==> src/rtl/alu_arbiter_pkg.sv <==
// Shared definitions for the two-requester ALU arbiter: FSM encoding,
// default datapath widths (common with the alu) and a one-hot helper.
package alu_arbiter_pkg;

  localparam int ALU_WIDTH = 32;
  localparam int ALU_SEL_W = 4;

  typedef enum logic [1:0] {
    ST_IDLE  = 2'd0,
    ST_ISSUE = 2'd1,
    ST_WAIT  = 2'd2,
    ST_RESP  = 2'd3
  } arb_state_e;

  function automatic logic [1:0] onehot2(input logic idx);
    return idx ? 2'b10 : 2'b01;
  endfunction

endpackage

==> src/rtl/rr_arb2.sv <==
// Two-way round-robin grant: a lone request wins outright, a tie goes to
// the requester that was not granted last.
module rr_arb2
  import alu_arbiter_pkg::*;
(
  input  logic [1:0] i_req,
  input  logic       i_last_grant,
  output logic [1:0] o_grant
);

  // one-hot grant decode
  always_comb begin
    o_grant = 2'b00;
    case (i_req)
      2'b01:   o_grant = 2'b01;
      2'b10:   o_grant = 2'b10;
      2'b11:   o_grant = onehot2(~i_last_grant);
      default: o_grant = 2'b00;
    endcase
  end

endmodule

==> src/rtl/alu_arbiter.sv <==
// Shares one clocked ALU between two valid/ready requesters, returning the
// result to the granted requester as a single-cycle response pulse.
module alu_arbiter
  import alu_arbiter_pkg::*;
#(
  parameter int WIDTH   = ALU_WIDTH,
  parameter int SEL_W   = ALU_SEL_W,
  parameter int ALU_LAT = 1
) (
  input  logic             clk,
  input  logic             rst,
  input  logic             req0_valid,
  output logic             req0_ready,
  input  logic [WIDTH-1:0] req0_a,
  input  logic [WIDTH-1:0] req0_b,
  input  logic [SEL_W-1:0] req0_sel,
  output logic             rsp0_valid,
  input  logic             req1_valid,
  output logic             req1_ready,
  input  logic [WIDTH-1:0] req1_a,
  input  logic [WIDTH-1:0] req1_b,
  input  logic [SEL_W-1:0] req1_sel,
  output logic             rsp1_valid,
  output logic [WIDTH-1:0] rsp_result,
  output logic             rsp_carry,
  output logic [WIDTH-1:0] alu_a,
  output logic [WIDTH-1:0] alu_b,
  output logic [SEL_W-1:0] alu_sel,
  input  logic [WIDTH-1:0] alu_out,
  input  logic             alu_carry
);

  localparam int CNT_W = (ALU_LAT > 1) ? $clog2(ALU_LAT) : 1;
  localparam logic [CNT_W-1:0] CNT_LOAD = CNT_W'(ALU_LAT - 1);

  arb_state_e       r_state;
  logic             r_last_grant;
  logic             r_grant_id;
  logic [CNT_W-1:0] r_cnt;
  logic             r_rsp0_valid;
  logic             r_rsp1_valid;
  logic [WIDTH-1:0] r_rsp_result;
  logic             r_rsp_carry;
  logic [WIDTH-1:0] r_alu_a;
  logic [WIDTH-1:0] r_alu_b;
  logic [SEL_W-1:0] r_alu_sel;

  logic [1:0] w_req;
  logic [1:0] w_grant;
  logic [1:0] w_ready;

  assign w_req = {req1_valid, req0_valid};

  rr_arb2 u_rr_arb2 (
    .i_req        (w_req),
    .i_last_grant (r_last_grant),
    .o_grant      (w_grant)
  );

  // Handshake is combinational on this cycle's valids; suppressed while reset is held.
  assign w_ready    = ((r_state == ST_IDLE) && !rst) ? w_grant : 2'b00;
  assign req0_ready = w_ready[0];
  assign req1_ready = w_ready[1];

  assign rsp0_valid = r_rsp0_valid;
  assign rsp1_valid = r_rsp1_valid;
  assign rsp_result = r_rsp_result;
  assign rsp_carry  = r_rsp_carry;
  assign alu_a      = r_alu_a;
  assign alu_b      = r_alu_b;
  assign alu_sel    = r_alu_sel;

  // arbitration FSM, latency counter and registered outputs
  always_ff @(posedge clk) begin
    if (rst) begin
      r_state      <= ST_IDLE;
      r_last_grant <= 1'b1;
      r_grant_id   <= 1'b0;
      r_cnt        <= {CNT_W{1'b0}};
      r_rsp0_valid <= 1'b0;
      r_rsp1_valid <= 1'b0;
      r_rsp_result <= {WIDTH{1'b0}};
      r_rsp_carry  <= 1'b0;
      r_alu_a      <= {WIDTH{1'b0}};
      r_alu_b      <= {WIDTH{1'b0}};
      r_alu_sel    <= {SEL_W{1'b0}};
    end else begin
      r_rsp0_valid <= 1'b0;
      r_rsp1_valid <= 1'b0;
      case (r_state)
        ST_IDLE: begin
          if (w_ready != 2'b00) begin
            r_grant_id   <= w_ready[1];
            r_last_grant <= w_ready[1];
            r_alu_a      <= w_ready[1] ? req1_a   : req0_a;
            r_alu_b      <= w_ready[1] ? req1_b   : req0_b;
            r_alu_sel    <= w_ready[1] ? req1_sel : req0_sel;
            r_state      <= ST_ISSUE;
          end
        end
        ST_ISSUE: begin
          r_cnt   <= CNT_LOAD;
          r_state <= ST_WAIT;
        end
        ST_WAIT: begin
          if (r_cnt == {CNT_W{1'b0}}) begin
            r_rsp_result <= alu_out;
            r_rsp_carry  <= alu_carry;
            r_rsp0_valid <= ~r_grant_id;
            r_rsp1_valid <= r_grant_id;
            r_state      <= ST_RESP;
          end else begin
            r_cnt <= r_cnt - CNT_W'(1);
          end
        end
        ST_RESP: r_state <= ST_IDLE;
        default: r_state <= ST_IDLE;
      endcase
    end
  end

endmodule

==> config.mk <==
export PLATFORM = sky130hd
export DESIGN_NAME = alu_arbiter
export DESIGN_NICKNAME = d
export VERILOG_FILES = /design/src/rtl/alu_arbiter_pkg.sv /design/src/rtl/rr_arb2.sv /design/src/rtl/alu_arbiter.sv
export SDC_FILE = /design/constraint.sdc
export NUM_CORES = 1
export LEC_CHECK = 0
export ABC_CLOCK_PERIOD_IN_PS = 3800
export CAP_MARGIN = 20
export CORE_MARGIN = 3
export CORE_UTILIZATION = 40
export DETAILED_ROUTE_END_ITERATION = 8
export GPL_TIMING_DRIVEN = 0
export PLACE_DENSITY = 0.86
export REMOVE_ABC_BUFFERS = 1
export SETUP_SLACK_MARGIN = 0.1
export SLEW_MARGIN = 10
export SYNTH_ARGS = -nofsm -noshare
export SYNTH_HDL_FRONTEND = slang
export SYNTH_SLANG_ARGS = --single-unit
export TNS_END_PERCENT = 50
==> constraint.sdc <==
create_clock -name clk -period 3.8 [get_ports clk]
set_clock_uncertainty 0.15 [all_clocks]
set_input_delay 1.14 -clock clk [delete_from_list [all_inputs] [get_ports clk]]
set_output_delay 1.14 -clock clk [all_outputs]
set_load 0.02 [all_outputs]
---- After elaboration in Yosys (flattened, before gate mapping) ----
Index checks and enable logic that the tools add are counted.
cells by class
  equality and inequality tests ........... 8
  bitwise logic cells ..................... 3
  add/sub/neg operators ................... 1
  multiplexer cells ....................... 11
  reductions and logical operators ........ 9
operators by type and width
  cell                 number
  $mux 32              2
  $eq 2x2->1 const B   4
  $mux 2               4
  $pmux 2 s4           1
  $pmux 2 s3           1
  $reduce_and 2->1     3
  $eq 2x1->1 const B   2
  $mux 4               1
  $reduce_bool 2->1    2
  $not 1->1            3
  $reduce_or 3->1      1
  $logic_not 2->1      1
  $ne 2x1->1 const B   1
  $ne 2x2->1 const B   1
  $pmux 1 s2           1
  $logic_and 1x1->1    1
  $logic_not 1->1      1
  $mux 1               1
  $sub 1x1->1 const B  1
word-level totals
  register bits after elaboration ......... 108
  output and inout bits ................... 105
  input port bits ......................... 173
  logic and storage cells ................. 43

---- Depth between registers and ports, before layout ----
Gate-level depths: netlist of run 1.
  depth after elaboration ................. 6
  mapped depth ............................ 9
  mapped depth without buffers ............ 7

---- Cells and area by module ----
A second synthesis of run 1 with hierarchy kept.
unflattened totals
  cell total of the unflattened synthesis .. 450
  area total of the unflattened synthesis .. 4605.7 um2
by module, submodules not included
  module       instances  cells an instance  area an instance (um2)  sequential area each (um2)
  alu_arbiter  1          447                4586.9                  2142.1
  rr_arb2      1          3                  18.8                    0.0

---- Worst setup path after synthesis of run 1 ----
No wires, ideal clock.
  path type ............................... input-to-output
  start point ............................. input port rst
  end point ............................... output port req0_ready
  data arrival time ....................... 1877 ps
  required time ........................... 2510 ps
  slack ................................... 633 ps
  cell stages on the path ................. 4
  buffers on the path ..................... 1
  cells stage by stage .................... buf_2 > nor2b_4 > nand2_1 > a21oi_1
between the ends
  cells in the longest elaborated chain, start to end .. 3
RTL lines
  item               RTL line           RTL
  start, declared    alu_arbiter.sv:11  input logic rst,
  $logic_not 1->1    alu_arbiter.sv:61  assign w_ready = ((r_state == ST_IDLE) && !rst) ? w_grant : 2'b00;
  $logic_and 1x1->1  alu_arbiter.sv:61
  $mux 2             alu_arbiter.sv:61
  end, declared      alu_arbiter.sv:13  output logic req0_ready,
No other way between the ends.

---- Worst setup path in the final report of run 1 ----
Ends and elaborated chain as after synthesis.

==> results.txt, run 1 <==
- Number of remaining DRC errors: 0
- The worst setup path is launched from an input pin.
- Worst setup path class: input pin to output pin
- Via count of the first global-routing pass: 4896
- Req. time, crit path: 2.51 ns
- The flow ran to the end, and the final reports show no timing, DRC or antenna violations.
- Number of cell rows: 38
- Gate count of the mapped netlist: 515
- Final number of max-transition violations: 0
* Last weighted congestion value of the routability-driven placer: 0.800
- For the pin with the worst max-slew slack, the measured transition is 0.881 ns.
- Buffers inserted to repair hold after CTS numbered 0.
- Detail Route Antenna Nets: 0
* Synth Register Bits: 107
- Vias: 4762
- LEAKAGE: 2.88 nW
- Peak clock frequency supported by timing: 272 MHz
* Half-perimeter wire length after placement: 10800 µm
* Synthesis-to-finish area growth: 69.0%
* Post-synth EDFFs: 0
- TritonCTS built the clock tree.
- RSZ-0062 raised after global routing: yes
* # clock sinks: 107
- YS warnings: 0
* Fraction of layout instances using a drive strength above 1: 11.2%
- In this run the most critical hold path is launched from r_grant_id.
* Ant. Diodes: 0
- The first global-routing pass estimated 24800 µm of wire.
- Length of the first detailed-routing pass in iterations: 4
* Sort of element at the end of the critical path: output pin
- Longest Clk Path Bufs: 2
* Placed cell areas: 7440 µm²
- Final wirelength: 16000 µm
- Total CTS buffers: 9
- Source-to-sink clock delay at the later pin of the worst-skew pair: 0.33 ns
* Worst reg2reg path endpoint: alu_a[11]
- Number of hold violations in the final report: 0
- Minimum period implied by the final worst setup slack: 3.68 ns
- The tool flagged a number of max-cap violations equal to 0.
- Type of the tightest min-delay check: flop to flop
- Smallest hold slack: 0.299 ns
- Count of input and output buffers: 277
- Worst Path Max Fanout: 44
* All-Layer GR Usage: 23.9%
- Setup violations remaining at the end of the flow were counted as 0.
- By area the synthesized netlist is led by sky130_fd_sc_hd__dfxtp_1 46%, sky130_fd_sc_hd__a311oi_2 13%, sky130_fd_sc_hd__nand2_1 10%.
* Sequential cell area: 2140 µm²
- The detailed router finished its first iteration with 237 violations.
- Summed over all instances, the cell type with the most area after synthesis is sky130_fd_sc_hd__dfxtp_1.
* Worst voltage drop across the vdd grid: 366 µV
- After detailed routing, the average wire length per cell comes to 17.5 µm.
- Measured along the x axis, the die boundary spans 114 µm.
- Filler instances: 836
* CTS H-tree depth: 3
* Post-detailed-route via-to-cell ratio: 5.20
* Destination of the worst hold path: rsp0_valid
- After routing the design area is 7880 µm².
* Core Footprint: 11100 µm²
- Along the worst hold path, the cell count comes to 1.
- Measured in cells, the most critical reg-to-reg path has a length of 8.
- Synth Cell Area: 4660 µm²
* I/O pins: 278
* Power per Cell Area: 593 nW/µm²
- Pin count of the biggest net entering global routing: 53
- Area share of the largest cell type after synthesis: 46.0%
- Final worst-path cycle share: 96.9%
- The initial antenna violation count was 0.
* Worst reg2reg path startpoint: r_state[0]
* Post-route core utilization: 70.8%
- In the final design database the tool counted 946 nets.
* Register-to-Register Setup Slack: 1.27 ns
- DIE HEIGHT: 114 µm
- Post-synth ARST share: 0%
- Aggregate global routing overflow: 0
- Summing all multi-input logic gate instances after layout gives 2280 µm².
- The initial utilization of the core area, before any placement, comes to 41.9%.
- Total die area: 13000 µm²
- Averaged over all synthesized cells, the footprint is 9.05 µm².
- Clock-pin slew of the registers on the worst-case setup and hold paths: 0.07 ns
- The most used flip-flop cell after synthesis is sky130_fd_sc_hd__dfxtp_1.
* Number of distinct library cells after synthesis: 27
- Max transition margin: 41.2%
- Signal arrival time at the worst endpoint: 2.39 ns
- Sequential cells were found to cover 46.0% of the synthesized design area.
- Clock root buffer: sky130_fd_sc_hd__clkbuf_16
==> per-stage QoR <==
stage          instances  power [mW]  setup WS [ns]  TNS [ns]
2_1_floorplan        470        2.82         -0.874    -57.73
3_3_place_gp         887        3.72          -5.36   -433.67
3_5_place_dp         891        3.76          -2.18    -58.56
4_1_cts              916        4.71          0.117         0
5_1_grt              916        4.94         0.0766         0
6_report             916        4.67          0.119         0
==> layout by cell type, fill, tap and decap left out <==
cell	synthesis	final
sky130_fd_sc_hd__clkinv_8	0	2
sky130_fd_sc_hd__nand2_4	0	1
sky130_fd_sc_hd__nand2_1	128	127
sky130_fd_sc_hd__buf_4	9	4
sky130_fd_sc_hd__and3b_1	1	1
sky130_fd_sc_hd__nor2_1	104	104
sky130_fd_sc_hd__clkdlybuf4s50_1	0	272
sky130_fd_sc_hd__a311oi_1	29	29
sky130_fd_sc_hd__nand2_2	10	10
sky130_fd_sc_hd__clkbuf_16	0	9
sky130_fd_sc_hd__inv_6	0	2
sky130_fd_sc_hd__buf_16	0	1
sky130_fd_sc_hd__ha_2	0	1
sky130_fd_sc_hd__dlymetal6s2s_1	0	1
sky130_fd_sc_hd__a31oi_1	1	1
sky130_fd_sc_hd__buf_12	1	3
sky130_fd_sc_hd__o21ai_0	1	1
sky130_fd_sc_hd__nor2b_4	1	1
sky130_fd_sc_hd__dlygate4sd2_1	0	2
sky130_fd_sc_hd__clkinvlp_4	0	2
sky130_fd_sc_hd__nand2b_1	1	1
sky130_fd_sc_hd__o21ai_1	1	1
sky130_fd_sc_hd__a311oi_2	40	40
sky130_fd_sc_hd__ha_1	2	1
sky130_fd_sc_hd__clkbuf_1	12	1
sky130_fd_sc_hd__inv_1	3	3
sky130_fd_sc_hd__inv_8	0	1
sky130_fd_sc_hd__nand3_4	1	1
sky130_fd_sc_hd__nor3b_1	1	1
sky130_fd_sc_hd__buf_8	0	1
sky130_fd_sc_hd__a21oi_1	2	2
sky130_fd_sc_hd__and2b_4	0	1
sky130_fd_sc_hd__nand3_2	0	2
sky130_fd_sc_hd__bufbuf_16	0	1
sky130_fd_sc_hd__clkinv_2	1	1
sky130_fd_sc_hd__mux2i_1	34	34
sky130_fd_sc_hd__clkdlybuf4s15_2	0	1
sky130_fd_sc_hd__or2_2	1	1
sky130_fd_sc_hd__dfxtp_1	107	107
sky130_fd_sc_hd__clkinv_16	0	1
==> flip-flops by register name (all words and copies together), names as in the netlist <==
register / count
rsp0_valid: 1
r_state: 2
rsp1_valid: 1
alu_sel: 4
alu_a: 32
alu_b: 32
r_last_grant: 1
rsp_carry: 1
r_grant_id: 1
rsp_result: 32
==> final cells by class <==
| cell class | instances | share of cell area, % |
|---|---|---|
| Inverter | 4 | 0.524 |
| Clock buffer | 10 | 2.91 |
| Timing Repair Buffer | 286 | 37.2 |
| Multi-Input combinational cell | 361 | 28.9 |
| Tap cell | 140 | 2.22 |
| Clock inverter | 6 | 0.619 |
| Sequential cell | 107 | 27.2 |
| Timing Repair inverter | 2 | 0.413 |
==> metal layers <==
metal | vias up | track usage (%) | share of wire, % | wire, µm
met5 | - | 0 | 0 | 0
met4 | 0 | 8.95 | 2.5 | 401
met3 | 32 | 8.59 | 11 | 1700
met2 | 243 | 41.6 | 49 | 7890
met1 | 2203 | 26.7 | 38 | 6040
li1 | 2284 | - | - | -
==> worst max-delay path, cell delays in order <==
cell	delay (ns)
sky130_fd_sc_hd__buf_8	0.19
sky130_fd_sc_hd__buf_16	0.22
sky130_fd_sc_hd__nor2b_4	0.18
sky130_fd_sc_hd__nand2_1	0.07
sky130_fd_sc_hd__a21oi_1	0.18
sky130_fd_sc_hd__dlygate4sd2_1	0.39
==> power by group <==
part / leakage [nW] / internal [mW] / switching, mW
combinational: 1.87 / 1.06 / 1.18
clock: 0.131 / 0.454 / 0.426
sequential: 0.878 / 1.41 / 0.145
==> cell families after synthesis <==
| group | count (synthesis) | share of synthesized area, % |
|---|---|---|
| and+or+nand+nor | 249 | 21.5 |
| AOI/OAI and AO/OA | 74 | 18.9 |
| adders and majority gates | 2 | 0.537 |
| DFF | 107 | 46.0 |
| muxes | 34 | 7.30 |
| buffers and inverters | 49 | 5.83 |
==> cell usage after synthesis, types with 3 or more instances <==
| cell | number |
|---|---|
| sky130_fd_sc_hd__a311oi_1 | 29 |
| sky130_fd_sc_hd__a311oi_2 | 40 |
| sky130_fd_sc_hd__buf_1 | 4 |
| sky130_fd_sc_hd__buf_2 | 17 |
| sky130_fd_sc_hd__buf_4 | 9 |
| sky130_fd_sc_hd__clkbuf_1 | 12 |
| sky130_fd_sc_hd__dfxtp_1 | 107 |
| sky130_fd_sc_hd__inv_1 | 3 |
| sky130_fd_sc_hd__mux2i_1 | 34 |
| sky130_fd_sc_hd__nand2_1 | 128 |
| sky130_fd_sc_hd__nand2_2 | 10 |
| sky130_fd_sc_hd__nor2_1 | 104 |
==> worst max-delay path by stage <==
stage / startpoint / to / slack, ns / cells after the start
after floorplan: rst / alu_a[0] / -0.87 / 3
after global placement: rst / alu_a[25] / -5.36 / 4
after detailed placement: rst / req1_ready / -2.18 / 6
after CTS: req0_valid / req1_ready / 0.12 / 5
after global routing: rst / req0_ready / 0.08 / 6
final: rst / req0_ready / 0.12 / 6
==> timing repair <==
| action | in CTS | in global routing |
|---|---|---|
| gates cloned | 5 | 0 |
| resized for setup | 12 | 1 |
| setup endpoints to repair | 70 | 2 |
| pin swaps | 1 | 0 |
| setup buffers | 4 | 0 |
No activity file was read; power rests on OpenSTA's default activity.
==> run 2: changes to the inputs <==
Settings changed: HOLD_SLACK_MARGIN from default to 0.02.
==> results of run 2 <==
Same layout as run 1: the final DEF is identical, and so are final timing and power.
